<file path="config.mk">
export PLATFORM = sky130hd
export DESIGN_NAME = cr_tlv_gen_flat
export DESIGN_NICKNAME = d
export VERILOG_FILES = /design/src/rtl/cr_tlv_gen_pkg.sv /design/src/rtl/cr_tlv_gen_if.sv /design/src/rtl/cr_tlv_gen_obuf.sv /design/src/rtl/cr_tlv_gen.sv /design/src/flat_wrapper.sv
export SDC_FILE = /design/constraint.sdc
export NUM_CORES = 1
export LEC_CHECK = 0
export BUFFER_PORTS_ARGS = -buffer_cell sky130_fd_sc_hd__clkbuf_2
export CAP_MARGIN = 10
export CORE_MARGIN = 2
export CORE_UTILIZATION = 55
export DETAILED_ROUTE_END_ITERATION = 8
export HOLD_SLACK_MARGIN = 0.08
export PLACE_DENSITY_LB_ADDON = 0.2
export SLEW_MARGIN = 20
export SYNTH_ARGS = -nofsm -noshare
export SYNTH_HDL_FRONTEND = slang
export SYNTH_SLANG_ARGS = --single-unit
export TNS_END_PERCENT = 100
</file>
<file path="constraint.sdc">
create_clock -name clk -period 3.22 [get_ports clk]
set_input_delay 0.322 -clock clk [delete_from_list [all_inputs] [get_ports clk]]
set_output_delay 0.322 -clock clk [all_outputs]
set_load 0.01 [all_outputs]
</file>
<file path="src/rtl/cr_tlv_gen_pkg.sv">
// cr_tlv_gen_pkg
// Shared types and constants for the TLV generator:
//   axi4s_dp_bus_t  - datapath AXI4-stream beat (tvalid, tlast, tid, tstrb, tuser, tdata)
//   axi4s_dp_rdy_t  - datapath AXI4-stream ready (tready)
//   TLV_SOT_BIT / TLV_EOT_BIT - tuser framing bit positions
//   TLV header field positions, generator FSM state enum, header/tuser helpers
package cr_tlv_gen_pkg;

  typedef struct packed {
    logic        tvalid;
    logic        tlast;
    logic        tid;
    logic [7:0]  tstrb;
    logic [7:0]  tuser;
    logic [63:0] tdata;
  } axi4s_dp_bus_t;

  typedef struct packed {
    logic tready;
  } axi4s_dp_rdy_t;

  localparam int unsigned TLV_SOT_BIT = 0;
  localparam int unsigned TLV_EOT_BIT = 1;

  localparam int unsigned TLV_HDR_TYPE_LSB = 0;
  localparam int unsigned TLV_HDR_TYPE_MSB = 7;
  localparam int unsigned TLV_HDR_LEN_LSB  = 8;
  localparam int unsigned TLV_HDR_LEN_MSB  = 15;
  localparam int unsigned TLV_HDR_EXT_LSB  = 16;
  localparam int unsigned TLV_HDR_EXT_MSB  = 63;

  typedef enum logic [1:0] {
    TLV_GEN_IDLE = 2'd0,
    TLV_GEN_HDR  = 2'd1,
    TLV_GEN_PLD  = 2'd2
  } tlv_gen_state_e;

  function automatic logic [63:0] tlv_hdr_word(input logic [7:0]  typ,
                                               input logic [7:0]  len,
                                               input logic [47:0] ext);
    logic [63:0] w;
    w = '0;
    w[TLV_HDR_TYPE_MSB:TLV_HDR_TYPE_LSB] = typ;
    w[TLV_HDR_LEN_MSB:TLV_HDR_LEN_LSB]   = len;
    w[TLV_HDR_EXT_MSB:TLV_HDR_EXT_LSB]   = ext;
    return w;
  endfunction

  function automatic logic [7:0] tlv_tuser(input logic sot, input logic eot);
    logic [7:0] u;
    u = '0;
    u[TLV_SOT_BIT] = sot;
    u[TLV_EOT_BIT] = eot;
    return u;
  endfunction

endpackage

</file>
<file path="src/rtl/cr_tlv_gen_if.sv">
// cr_tlv_gen_if
// Command and payload handshakes between a user module and cr_tlv_gen.
//   master: user side (drives cmd_* / pld_valid / pld_data)
//   slave : generator side (drives cmd_ready / pld_ready)
interface cr_tlv_gen_if;
  logic        cmd_valid;
  logic        cmd_ready;
  logic [7:0]  cmd_type;
  logic [7:0]  cmd_len;
  logic [47:0] cmd_hdr_ext;
  logic        cmd_eof;
  logic [7:0]  cmd_last_strb;
  logic        cmd_tid;
  logic        pld_valid;
  logic        pld_ready;
  logic [63:0] pld_data;

  modport master (
    output cmd_valid, cmd_type, cmd_len, cmd_hdr_ext, cmd_eof, cmd_last_strb, cmd_tid,
    output pld_valid, pld_data,
    input  cmd_ready, pld_ready
  );

  modport slave (
    input  cmd_valid, cmd_type, cmd_len, cmd_hdr_ext, cmd_eof, cmd_last_strb, cmd_tid,
    input  pld_valid, pld_data,
    output cmd_ready, pld_ready
  );
endinterface

</file>
<file path="src/rtl/cr_tlv_gen_obuf.sv">
// cr_tlv_gen_obuf
// Two-entry skid buffer in front of the AXI4-stream master port.
//   clk, rst_n   - clock, async active-low reset
//   i_push       - write a beat (ignored when full unless the head pops)
//   i_data       - beat to write (tvalid field is ignored)
//   o_full       - both entries occupied
//   o_out        - registered head beat; tvalid = buffer non-empty
//   i_rdy        - downstream tready
module cr_tlv_gen_obuf
  import cr_tlv_gen_pkg::*;
(
  input  logic          clk,
  input  logic          rst_n,
  input  logic          i_push,
  input  axi4s_dp_bus_t i_data,
  output logic          o_full,
  output axi4s_dp_bus_t o_out,
  input  axi4s_dp_rdy_t i_rdy
);

  axi4s_dp_bus_t r_out;
  axi4s_dp_bus_t r_skid;
  axi4s_dp_bus_t w_in;
  logic          w_pop;
  logic          w_out_free;

  always_comb begin
    w_in        = i_data;
    w_in.tvalid = 1'b1;
  end

  assign w_pop      = r_out.tvalid & i_rdy.tready;
  assign w_out_free = ~r_out.tvalid | w_pop;
  assign o_full     = r_out.tvalid & r_skid.tvalid;
  assign o_out      = r_out;

  // The skid entry is always older than a new push, so it moves to the head
  // first; the head register itself is the only thing the port ever sees.
  always_ff @(posedge clk or negedge rst_n) begin
    if (!rst_n) begin
      r_out  <= '0;
      r_skid <= '0;
    end else if (w_out_free) begin
      if (r_skid.tvalid) begin
        r_out  <= r_skid;
        r_skid <= i_push ? w_in : '0;
      end else begin
        r_out  <= i_push ? w_in : '0;
      end
    end else if (i_push && !r_skid.tvalid) begin
      r_skid <= w_in;
    end
  end

endmodule

</file>
<file path="src/rtl/cr_tlv_gen.sv">
// cr_tlv_gen
// Serializes TLVs (one header beat + payload beats) onto the 64-bit
// AXI4-stream datapath bus with SOT/EOT/tlast/tstrb framing.
//   clk, rst_n     - clock, async active-low reset
//   tlv_if         - command + payload handshakes (slave side)
//   axi4s_ob_out   - AXI4-stream master beat
//   axi4s_ob_in    - AXI4-stream tready
//   tlv_gen_error  - sticky, set by a zero-length command
//   tlv_cnt        - count of TLVs whose EOT beat has been pushed (wraps)
module cr_tlv_gen
  import cr_tlv_gen_pkg::*;
#(
  parameter int unsigned CNT_WIDTH = 32
) (
  input  logic                 clk,
  input  logic                 rst_n,
  cr_tlv_gen_if.slave          tlv_if,
  output axi4s_dp_bus_t        axi4s_ob_out,
  input  axi4s_dp_rdy_t        axi4s_ob_in,
  output logic                 tlv_gen_error,
  output logic [CNT_WIDTH-1:0] tlv_cnt
);

  tlv_gen_state_e r_state;
  tlv_gen_state_e w_state_nxt;

  logic [7:0]           r_type;
  logic [7:0]           r_len;
  logic [47:0]          r_ext;
  logic                 r_eof;
  logic [7:0]           r_strb;
  logic                 r_tid;
  logic [7:0]           r_remaining;
  logic                 r_err;
  logic [CNT_WIDTH-1:0] r_cnt;

  logic          w_cmd_xfer;
  logic          w_pld_xfer;
  logic          w_push;
  logic          w_eot_push;
  logic          w_full;
  axi4s_dp_bus_t w_beat;

  // Gated by rst_n so the command port is not ready while held in reset.
  assign tlv_if.cmd_ready = rst_n & (r_state == TLV_GEN_IDLE);
  assign tlv_if.pld_ready = (r_state == TLV_GEN_PLD) & ~w_full;

  assign w_cmd_xfer = tlv_if.cmd_valid & tlv_if.cmd_ready;
  assign w_pld_xfer = tlv_if.pld_valid & tlv_if.pld_ready;

  always_comb begin
    w_state_nxt = r_state;
    w_push      = 1'b0;
    w_eot_push  = 1'b0;
    w_beat      = '0;
    w_beat.tid  = r_tid;
    case (r_state)
      TLV_GEN_IDLE: begin
        if (w_cmd_xfer && (tlv_if.cmd_len != 8'd0)) w_state_nxt = TLV_GEN_HDR;
      end
      TLV_GEN_HDR: begin
        if (!w_full) begin
          w_push       = 1'b1;
          w_beat.tdata = tlv_hdr_word(r_type, r_len, r_ext);
          if (r_len == 8'd1) begin
            w_eot_push   = 1'b1;
            w_beat.tuser = tlv_tuser(1'b1, 1'b1);
            w_beat.tlast = r_eof;
            w_beat.tstrb = r_strb;
            w_state_nxt  = TLV_GEN_IDLE;
          end else begin
            w_beat.tuser = tlv_tuser(1'b1, 1'b0);
            w_beat.tstrb = 8'hFF;
            w_state_nxt  = TLV_GEN_PLD;
          end
        end
      end
      TLV_GEN_PLD: begin
        if (w_pld_xfer) begin
          w_push       = 1'b1;
          w_beat.tdata = tlv_if.pld_data;
          if (r_remaining == 8'd1) begin
            w_eot_push   = 1'b1;
            w_beat.tuser = tlv_tuser(1'b0, 1'b1);
            w_beat.tlast = r_eof;
            w_beat.tstrb = r_strb;
            w_state_nxt  = TLV_GEN_IDLE;
          end else begin
            w_beat.tuser = tlv_tuser(1'b0, 1'b0);
            w_beat.tstrb = 8'hFF;
          end
        end
      end
      default: w_state_nxt = TLV_GEN_IDLE;
    endcase
    w_beat.tvalid = w_push;
  end

  always_ff @(posedge clk or negedge rst_n) begin
    if (!rst_n) r_state <= TLV_GEN_IDLE;
    else        r_state <= w_state_nxt;
  end

  always_ff @(posedge clk or negedge rst_n) begin
    if (!rst_n) begin
      r_type      <= '0;
      r_len       <= '0;
      r_ext       <= '0;
      r_eof       <= 1'b0;
      r_strb      <= '0;
      r_tid       <= 1'b0;
      r_remaining <= '0;
      r_err       <= 1'b0;
      r_cnt       <= '0;
    end else begin
      if (w_cmd_xfer) begin
        r_type <= tlv_if.cmd_type;
        r_len  <= tlv_if.cmd_len;
        r_ext  <= tlv_if.cmd_hdr_ext;
        r_eof  <= tlv_if.cmd_eof;
        r_strb <= tlv_if.cmd_last_strb;
        r_tid  <= tlv_if.cmd_tid;
        if (tlv_if.cmd_len == 8'd0) r_err <= 1'b1;
      end
      if ((r_state == TLV_GEN_HDR) && w_push) r_remaining <= r_len - 8'd1;
      else if (w_pld_xfer)                    r_remaining <= r_remaining - 8'd1;
      if (w_eot_push) r_cnt <= r_cnt + 1'b1;
    end
  end

  assign tlv_gen_error = r_err;
  assign tlv_cnt       = r_cnt;

  cr_tlv_gen_obuf u_obuf (
    .clk    (clk),
    .rst_n  (rst_n),
    .i_push (w_push),
    .i_data (w_beat),
    .o_full (w_full),
    .o_out  (axi4s_ob_out),
    .i_rdy  (axi4s_ob_in)
  );

endmodule

</file>
<file path="src/flat_wrapper.sv">
// flat-port wrapper written by rule: the top's interface ports become plain ports
module cr_tlv_gen_flat import cr_tlv_gen_pkg::*;
#(
  parameter int unsigned CNT_WIDTH = 32
)
  (clk, rst_n, axi4s_ob_out, axi4s_ob_in, tlv_gen_error, tlv_cnt, tlv_if_cmd_valid, tlv_if_cmd_type, tlv_if_cmd_len, tlv_if_cmd_hdr_ext, tlv_if_cmd_eof, tlv_if_cmd_last_strb, tlv_if_cmd_tid, tlv_if_pld_valid, tlv_if_pld_data, tlv_if_cmd_ready, tlv_if_pld_ready);
  cr_tlv_gen_if tlv_if_i ();
  input  logic clk;
  input  logic rst_n;
  output axi4s_dp_bus_t axi4s_ob_out;
  input  axi4s_dp_rdy_t axi4s_ob_in;
  output logic tlv_gen_error;
  output logic [CNT_WIDTH-1:0] tlv_cnt;
  input wire logic [$bits(tlv_if_i.cmd_valid)-1:0] tlv_if_cmd_valid;
  input wire logic [$bits(tlv_if_i.cmd_type)-1:0] tlv_if_cmd_type;
  input wire logic [$bits(tlv_if_i.cmd_len)-1:0] tlv_if_cmd_len;
  input wire logic [$bits(tlv_if_i.cmd_hdr_ext)-1:0] tlv_if_cmd_hdr_ext;
  input wire logic [$bits(tlv_if_i.cmd_eof)-1:0] tlv_if_cmd_eof;
  input wire logic [$bits(tlv_if_i.cmd_last_strb)-1:0] tlv_if_cmd_last_strb;
  input wire logic [$bits(tlv_if_i.cmd_tid)-1:0] tlv_if_cmd_tid;
  input wire logic [$bits(tlv_if_i.pld_valid)-1:0] tlv_if_pld_valid;
  input wire logic [$bits(tlv_if_i.pld_data)-1:0] tlv_if_pld_data;
  output wire logic [$bits(tlv_if_i.cmd_ready)-1:0] tlv_if_cmd_ready;
  output wire logic [$bits(tlv_if_i.pld_ready)-1:0] tlv_if_pld_ready;
  assign tlv_if_i.cmd_valid = tlv_if_cmd_valid;
  assign tlv_if_i.cmd_type = tlv_if_cmd_type;
  assign tlv_if_i.cmd_len = tlv_if_cmd_len;
  assign tlv_if_i.cmd_hdr_ext = tlv_if_cmd_hdr_ext;
  assign tlv_if_i.cmd_eof = tlv_if_cmd_eof;
  assign tlv_if_i.cmd_last_strb = tlv_if_cmd_last_strb;
  assign tlv_if_i.cmd_tid = tlv_if_cmd_tid;
  assign tlv_if_i.pld_valid = tlv_if_pld_valid;
  assign tlv_if_i.pld_data = tlv_if_pld_data;
  assign tlv_if_cmd_ready = tlv_if_i.cmd_ready;
  assign tlv_if_pld_ready = tlv_if_i.pld_ready;
  cr_tlv_gen #(.CNT_WIDTH(CNT_WIDTH)) u_core (.clk(clk), .rst_n(rst_n), .tlv_if(tlv_if_i), .axi4s_ob_out(axi4s_ob_out), .axi4s_ob_in(axi4s_ob_in), .tlv_gen_error(tlv_gen_error), .tlv_cnt(tlv_cnt));
endmodule
</file>
==> results.yml, run 1 <==
final_layout:
  syn2layout_area_growth_pct: 27.34
  nNetsFinal: 1482
  fraction_of_final_layout_cells_sized_beyond_drive_strength_1_pct: 30.62
global_routing:
  grt.total_usage_pct: 27.24
  grt_max_degree: 141
  via_count_of_the_first_global_routing_pass: 9644
  grt_overflow_total: 0
  grt_antenna_before_repair: 2
  grt_pass1_wl_mm: 49.49
worst_hold_path:
  min_delay_path_depth: 3
  hold_path.class: "input pin to register"
synthesis:
  yosys_warnings: 0
  synthesized_instance_count: 1033
  synth_top_flop_cell: "sky130_fd_sc_hd__dfrtp_1"
  synth.avg_cell_area_um2: 11.55
  synthDistinctLibCells: 49
  synth_seq_area_share_pct: 56.84
  synth_top_cells_by_area: "sky130_fd_sc_hd__dfrtp_1 (57%), sky130_fd_sc_hd__a22o_1 (10%), sky130_fd_sc_hd__mux2_2 (7.2%)"
  ys_top_cells_by_count: "sky130_fd_sc_hd__dfrtp_1 (271), sky130_fd_sc_hd__nor2_1 (159), sky130_fd_sc_hd__a22o_1 (137), sky130_fd_sc_hd__mux2_2 (76), sky130_fd_sc_hd__clkbuf_1 (70)"
  asyncSetResetFlopFracSynth_pct: 100.0
  netlist.area_leader.share_pct: 56.84
  synth_edf_count: 0
  post_synth_instance_area_mm2: 0.01193
  cell_accounting_for_the_most_synthesized_area: "sky130_fd_sc_hd__dfrtp_1"
  postSynthRegisterBits: 271
  yosysMostFrequentCell: "sky130_fd_sc_hd__dfrtp_1"
clock_tree:
  cts_buffer_depth: 3
  cts_tree: "built"
  insertion_delay_ns: 0.54
  cts.repair.resized: 0
  cts_sinks: 271
  clkSlewWorstSetupHoldPaths_ns: 0.06
  cts_made_buffers: 29
  clockRootBuffer: "sky130_fd_sc_hd__clkbuf_16"
  ctsHtreeMaxLevel: 1
worst_setup_path:
  worstRegToRegCells: 7
  cp_num_buf_inv: 1
  cp_slowest_cell: "sky130_fd_sc_hd__o21ai_1"
  crit_path_end_kind: "register"
  timing.critical_path.cells: "inv_1 -> ha_1 -> a21bo_2 -> and4b_1 -> o21ai_1 -> nor4_1 -> xor2_1"
  crit_required_ns: 3.62
  cp.arrival_ns: 2.89
  worst-setup-path-type: "register to register"
  kind_of_cell_adding_the_most_delay_to_the_critical_path: "compound AO/OA/AOI/OAI gates"
  setup.worst_path.start_class: "register"
  cp_slowest_stage_delay_ns: 0.68
  worstSetupPathDepth: 7
  timing.critical_path.fanout_max: 11
drt:
  drt-initial-drc-count: 459
  drt_pass1_iterations: 5
  ant_nets: 0
  wire_per_inst_um: 18.97
  num_vias: 9551
  detail_route.wirelength_mm: 30.91
  drcViolationCount: 0
  avgViaCountPerCell: 5.863
floorplanning:
  fp.dieArea_mm2: 0.02289
  ioPinCount: 261
  die_w_um: 151.3
  standard_cell_row_count: 53
  die_height_um: 151.3
  floorplan.initialDensity_pct: 56.40
  core_area_mm2: 0.02115
placement:
  port_buffers: 254
  global_placer_s_final_weighted_congestion: 0.8430
  dp_hpwl_mm: 18.95
sta:
  finalHoldViolations: 0
  setup_viol: 0
  fmax_mhz: 402.2
  timing.final.max_slew_violations: 0
  worstMarginPinSlew_ns: 1.015
  rsz0062_at_grt: "no"
  fin_worst_skew_ns: 0.009176
  final_min_period_over_clock_period_pct: 77.22
  period_minus_slack_ns: 2.486
  worst_hold_slack_ns: 0.1498
  maxSlewHeadroom_pct: 32.35
  post_route_setup_tns_ns: 0
pwr:
  vdd_drop_max_v: 0.0007185
  power_density_mw_per_mm2: 759.3
  total_leakage_power_nw: 7.689
status:
  outcome: "complete, no violations"
job:
  number_of_violations_of_the_max_capacitance_limit: 0
-- cell type report --
type / count / area, um2
inverters: 13 / 48.80
fillers: 1499 / 5962
diodes: 2 / 5.005
repair buffers: 347 / 2207
clock buffers: 44 / 882.1
flip-flops and latches: 271 / 6785
well taps: 275 / 344.1
clock inverters: 9 / 101.3
multi-input cells: 668 / 4818
-- metrics by stage --
step           util [%]  instances  instance area (um2)  setup WS (ns)  power [W]
2_1_floorplan         -       1038                11950         0.9976   0.006810
3_3_place_gp      63.55       1498                13440         0.8086   0.008042
3_5_place_dp      63.55       1498                13440         0.6992   0.008134
4_1_cts           71.79       1627                15190         0.6875    0.01161
5_1_grt           71.82       1629                15190         0.5230    0.01219
6_report          71.82       1629                15190         0.7336    0.01153
-- sequential cells by signal, indices dropped and copies added, names as in the netlist --
name / count
u_core.r_remaining: 8
u_core.r_type: 8
u_core.r_state: 2
u_core.r_ext: 48
u_core.r_eof: 1
u_core.u_obuf.r_skid: 77
u_core.r_strb: 8
u_core.tlv_gen_error: 1
u_core.tlv_cnt: 32
u_core.r_len: 8
u_core.u_obuf.o_out: 77
u_core.r_tid: 1
-- routing by layer --
metal  global-route usage (%)  wire length (um)
met5                        0                 0
met4                    8.925               859
met3                    5.843              2270
met2                    44.62             15000
met1                    36.42             12780
-- worst paths after layout --
check                                                      start                              endpoint  slack, ns
worst max-delay path               u_core.r_state[1]$_DFFE_PN0P_        u_core.tlv_cnt[31]$_DFFE_PN0P_       0.73
worst min-delay path                         tlv_if_pld_data[41]  u_core.u_obuf.r_skid[41]$_DFFE_PN0P_       0.15
max in group asynchronous                                  rst_n   u_core.u_obuf.o_out[32]$_DFFE_PN0N_       1.29
min in group asynchronous                                  rst_n        u_core.tlv_cnt[18]$_DFFE_PN0P_       0.43
worst min register to register  u_core.tlv_gen_error$_DFFE_PN0P_      u_core.tlv_gen_error$_DFFE_PN0P_       0.47
worst max register to register     u_core.r_state[1]$_DFFE_PN0P_        u_core.tlv_cnt[31]$_DFFE_PN0P_       0.73
-- power breakdown --
group | leakage [nW] | switching [W] | internal [W]
Combinational | 3.68 | 0.00187 | 0.00137
Sequential | 3.53 | 0.000620 | 0.00430
Clock | 0.488 | 0.00133 | 0.00204
-- cell families after synthesis --
kind of cell,Yosys count,synth area share (%)
and+or+nand+nor,275,10.49
DFF,271,56.84
AOI/OAI and AO/OA,256,17.70
buffers and inverters,99,3.419
muxes,78,7.341
xor gates and xnor gates,44,3.230
adders and majority gates,9,0.9439
other,1,0.03143
-- tightest hold or removal path, cell delays in order --
cell and delay [ns]:
sky130_fd_sc_hd__clkbuf_2 0.07, sky130_fd_sc_hd__a22o_1 0.13, sky130_fd_sc_hd__a22o_1 0.12
-- what timing repair did --
action / in CTS / in global routing
hold buffers: 76 / 0
buffers inserted: 0 / 0
endpoints found under the hold margin: 213 / 0
-- cells in the final DEF (no fill, tap or decap), drive strengths merged, types with 16 or more instances in the layout --
master and instances:
xor2 28, nor2 159, dlygate4sd3 76, xnor2 16, dfrtp 271, nor4 17, buf 18, a21oi 21
a221oi 66, mux2 76, clkbuf 297, a22o 137, nand2 44
Note: power is estimated with default switching activity, not from simulation.
==> run 2: changes to the inputs <==
- CORE_UTILIZATION: 55 -> 49
- clock period: 3.22 -> 2.2 ns (I/O delays scaled with it)
==> run 2 against run 1 <==
Effect of this change: non-clock buffer count increased by 100; global-route usage is 1.6 points lower; first-iteration DRC count increased by 26%; via count up 3.2%; routed wire length grew 6.6%; sequential share of layout area fell by 3.5 points; worst hold slack got worse by 0.057 ns; power increased by 51%; register-to-register slack lost 0.65 ns; core utilization shrank 3.5 points; fmax rose by 18%; count of clock-buffer cells in the layout fell by 8; largest cell class unchanged; highest routed layer unchanged.
==> results.yml, run 2 (synthesis results as in run 1) <==
sta:
  setup_viol: 0
  maxSlewHeadroom_pct: 36.12
  fmax_mhz: 472.7
  finalHoldViolations: 0
  worst_hold_slack_ns: 0.09314
  timing.final.max_slew_violations: 0
  worstMarginPinSlew_ns: 0.9582
  rsz0062_at_grt: "yes"
  fin_worst_skew_ns: 0.009974
  final_min_period_over_clock_period_pct: 96.17
  period_minus_slack_ns: 2.116
final_layout:
  fill_cells: 1764
  most-common-layout-cells: "sky130_fd_sc_hd__dfrtp_1 (270), sky130_fd_sc_hd__clkbuf_2 (253), sky130_fd_sc_hd__nor2_1 (157), sky130_fd_sc_hd__dlygate4sd3_1 (139), sky130_fd_sc_hd__a22o_1 (137)"
  syn2layout_area_growth_pct: 38.06
  multi_input_comb_area_mm2: 0.004932
  num_antenna_cells: 0
  nNetsFinal: 1583
  layout_commonest_cell: "sky130_fd_sc_hd__dfrtp_1"
  utilization_pct: 68.33
  sequential_cell_area_mm2: 0.006785
  fraction_of_final_layout_cells_sized_beyond_drive_strength_1_pct: 32.23
clock_tree:
  cts_tree: "built"
  clkSlewWorstSetupHoldPaths_ns: 0.06
  cts_sinks: 271
  clockRootBuffer: "sky130_fd_sc_hd__clkbuf_16"
  insertion_delay_ns: 0.55
  cts_made_buffers: 30
  ctsHtreeMaxLevel: 1
  cts_buffer_depth: 3
global_routing:
  grt_pass1_wl_mm: 53.77
  grt.total_usage_pct: 25.66
  grt_overflow_total: 0
  grt_max_degree: 170
  via_count_of_the_first_global_routing_pass: 10200
  grt_antenna_before_repair: 0
drt:
  wire_per_inst_um: 18.52
  detail_route.wirelength_mm: 32.96
  num_vias: 9859
  ant_nets: 0
  drt-initial-drc-count: 577
  avgViaCountPerCell: 5.542
  drcViolationCount: 0
  drt_pass1_iterations: 4
pwr:
  vdd_drop_max_v: 0.001138
  total_leakage_power_nw: 8.284
  power_density_mw_per_mm2: 1060
worst_setup_path:
  timing.critical_path.cells: "or4_4 -> nor4_4 -> o21ai_2 -> buf_12 -> nor4_4 -> xor2_1"
  timing.critical_path.fanout_max: 13
  cp_slowest_cell: "sky130_fd_sc_hd__or4_4"
  worstRegToRegCells: 6
  setup.worst_path.start_class: "register"
  worst-setup-path-type: "register to register"
  cp.arrival_ns: 2.59
  crit_path_end_kind: "register"
  crit_required_ns: 2.67
  timing.critical_path.mode_cell: "sky130_fd_sc_hd__nor4_4"
  cp_slowest_stage_delay_ns: 0.58
placement:
  dp_hpwl_mm: 19.43
  port_buffers: 254
  global_placer_s_final_weighted_congestion: 0.8266
floorplanning:
  die_w_um: 160.0
  ioPinCount: 261
  standard_cell_row_count: 57
  die_height_um: 160.0
  fp.dieArea_mm2: 0.02561
  floorplan.initialDensity_pct: 49.49
  core_area_mm2: 0.02411
worst_hold_path:
  hold_path.class: "input pin to asynchronous set/reset pin"
status:
  outcome: "complete, no violations"
job:
  number_of_violations_of_the_max_capacitance_limit: 0
[run 2: final cells by class]
class,count,area share [%]
Clock inverter,20,1.276
Tap cell,324,2.461
Sequential cell,271,41.20
Clock buffer,36,5.006
Timing Repair Buffer,447,19.82
Inverter,13,0.2963
Multi-Input combinational cell,668,29.95
[run 2: final timing paths]
| check | slack (ns) | start | to |
|---|---|---|---|
| max in group asynchronous | 0.92 | rst_n | u_core.r_ext[25]$_DFFE_PN0P_ |
| worst max register to register | 0.08 | u_core.r_len[3]$_DFFE_PN0P_ | u_core.tlv_cnt[26]$_DFFE_PN0P_ |
| worst min-delay path | 0.09 | rst_n | u_core.tlv_cnt[16]$_DFFE_PN0P_ |
| worst max-delay path | 0.08 | u_core.r_len[3]$_DFFE_PN0P_ | u_core.tlv_cnt[26]$_DFFE_PN0P_ |
| min in group clk | 0.10 | tlv_if_pld_data[2] | u_core.u_obuf.r_skid[2]$_DFFE_PN0P_ |
| worst min register to register | 0.48 | u_core.u_obuf.r_skid[80]$_DFFE_PN0P_ | u_core.u_obuf.r_skid[80]$_DFFE_PN0P_ |
[run 2: through the flow]
step	setup TNS, ns	worst slack, ns	cell area (um2)	instances	power, W
finish	0	0.08427	16470	1779	0.01746
global placement	0	0.05638	13880	1579	0.01201
global route	-0.1042	-0.03551	16470	1779	0.01845
floorplan	0	0.03288	11950	1038	0.009969
detailed placement	-0.07684	-0.03161	13880	1579	0.01211
CTS	0	0.05350	16340	1774	0.01755
[run 2: repair_timing]
action,in CTS,in global routing
hold buffers,139,0
resized for setup,6,17
hold endpoints to repair,348,0
setup buffers,0,5
pin swaps,2,8
gates cloned,0,0
endpoints found under the setup margin,5,145
[run 2: critical path: cells and delay by family (launching register included)]
family	cells	cell delay (ns)
and+or+nand+nor	3	1.21
DFF	1	0.38
buffers and inverters	1	0.17
xor gates and xnor gates	1	0.17
AOI/OAI and AO/OA	1	0.11
[run 2: where the power goes]
group | internal (W) | leakage, nW | total [W] | switching, W
registers | 0.00630 | 3.53 | 0.00708 | 0.000786
logic | 0.00227 | 4.25 | 0.00518 | 0.00291
clock network | 0.00313 | 0.510 | 0.00520 | 0.00207
total | 0.0117 | 8.28 | 0.0175 | 0.00576
[run 2: layer usage]
| metal | track usage, % | part of all wire, % | routed length (um) |
|---|---|---|---|
| met5 | 0 | 0 | 0 |
| met4 | 6.757 | 2.1 | 696 |
| met3 | 4.597 | 5.5 | 1817 |
| met2 | 42.92 | 49 | 16030 |
| met1 | 34.87 | 44 | 14410 |
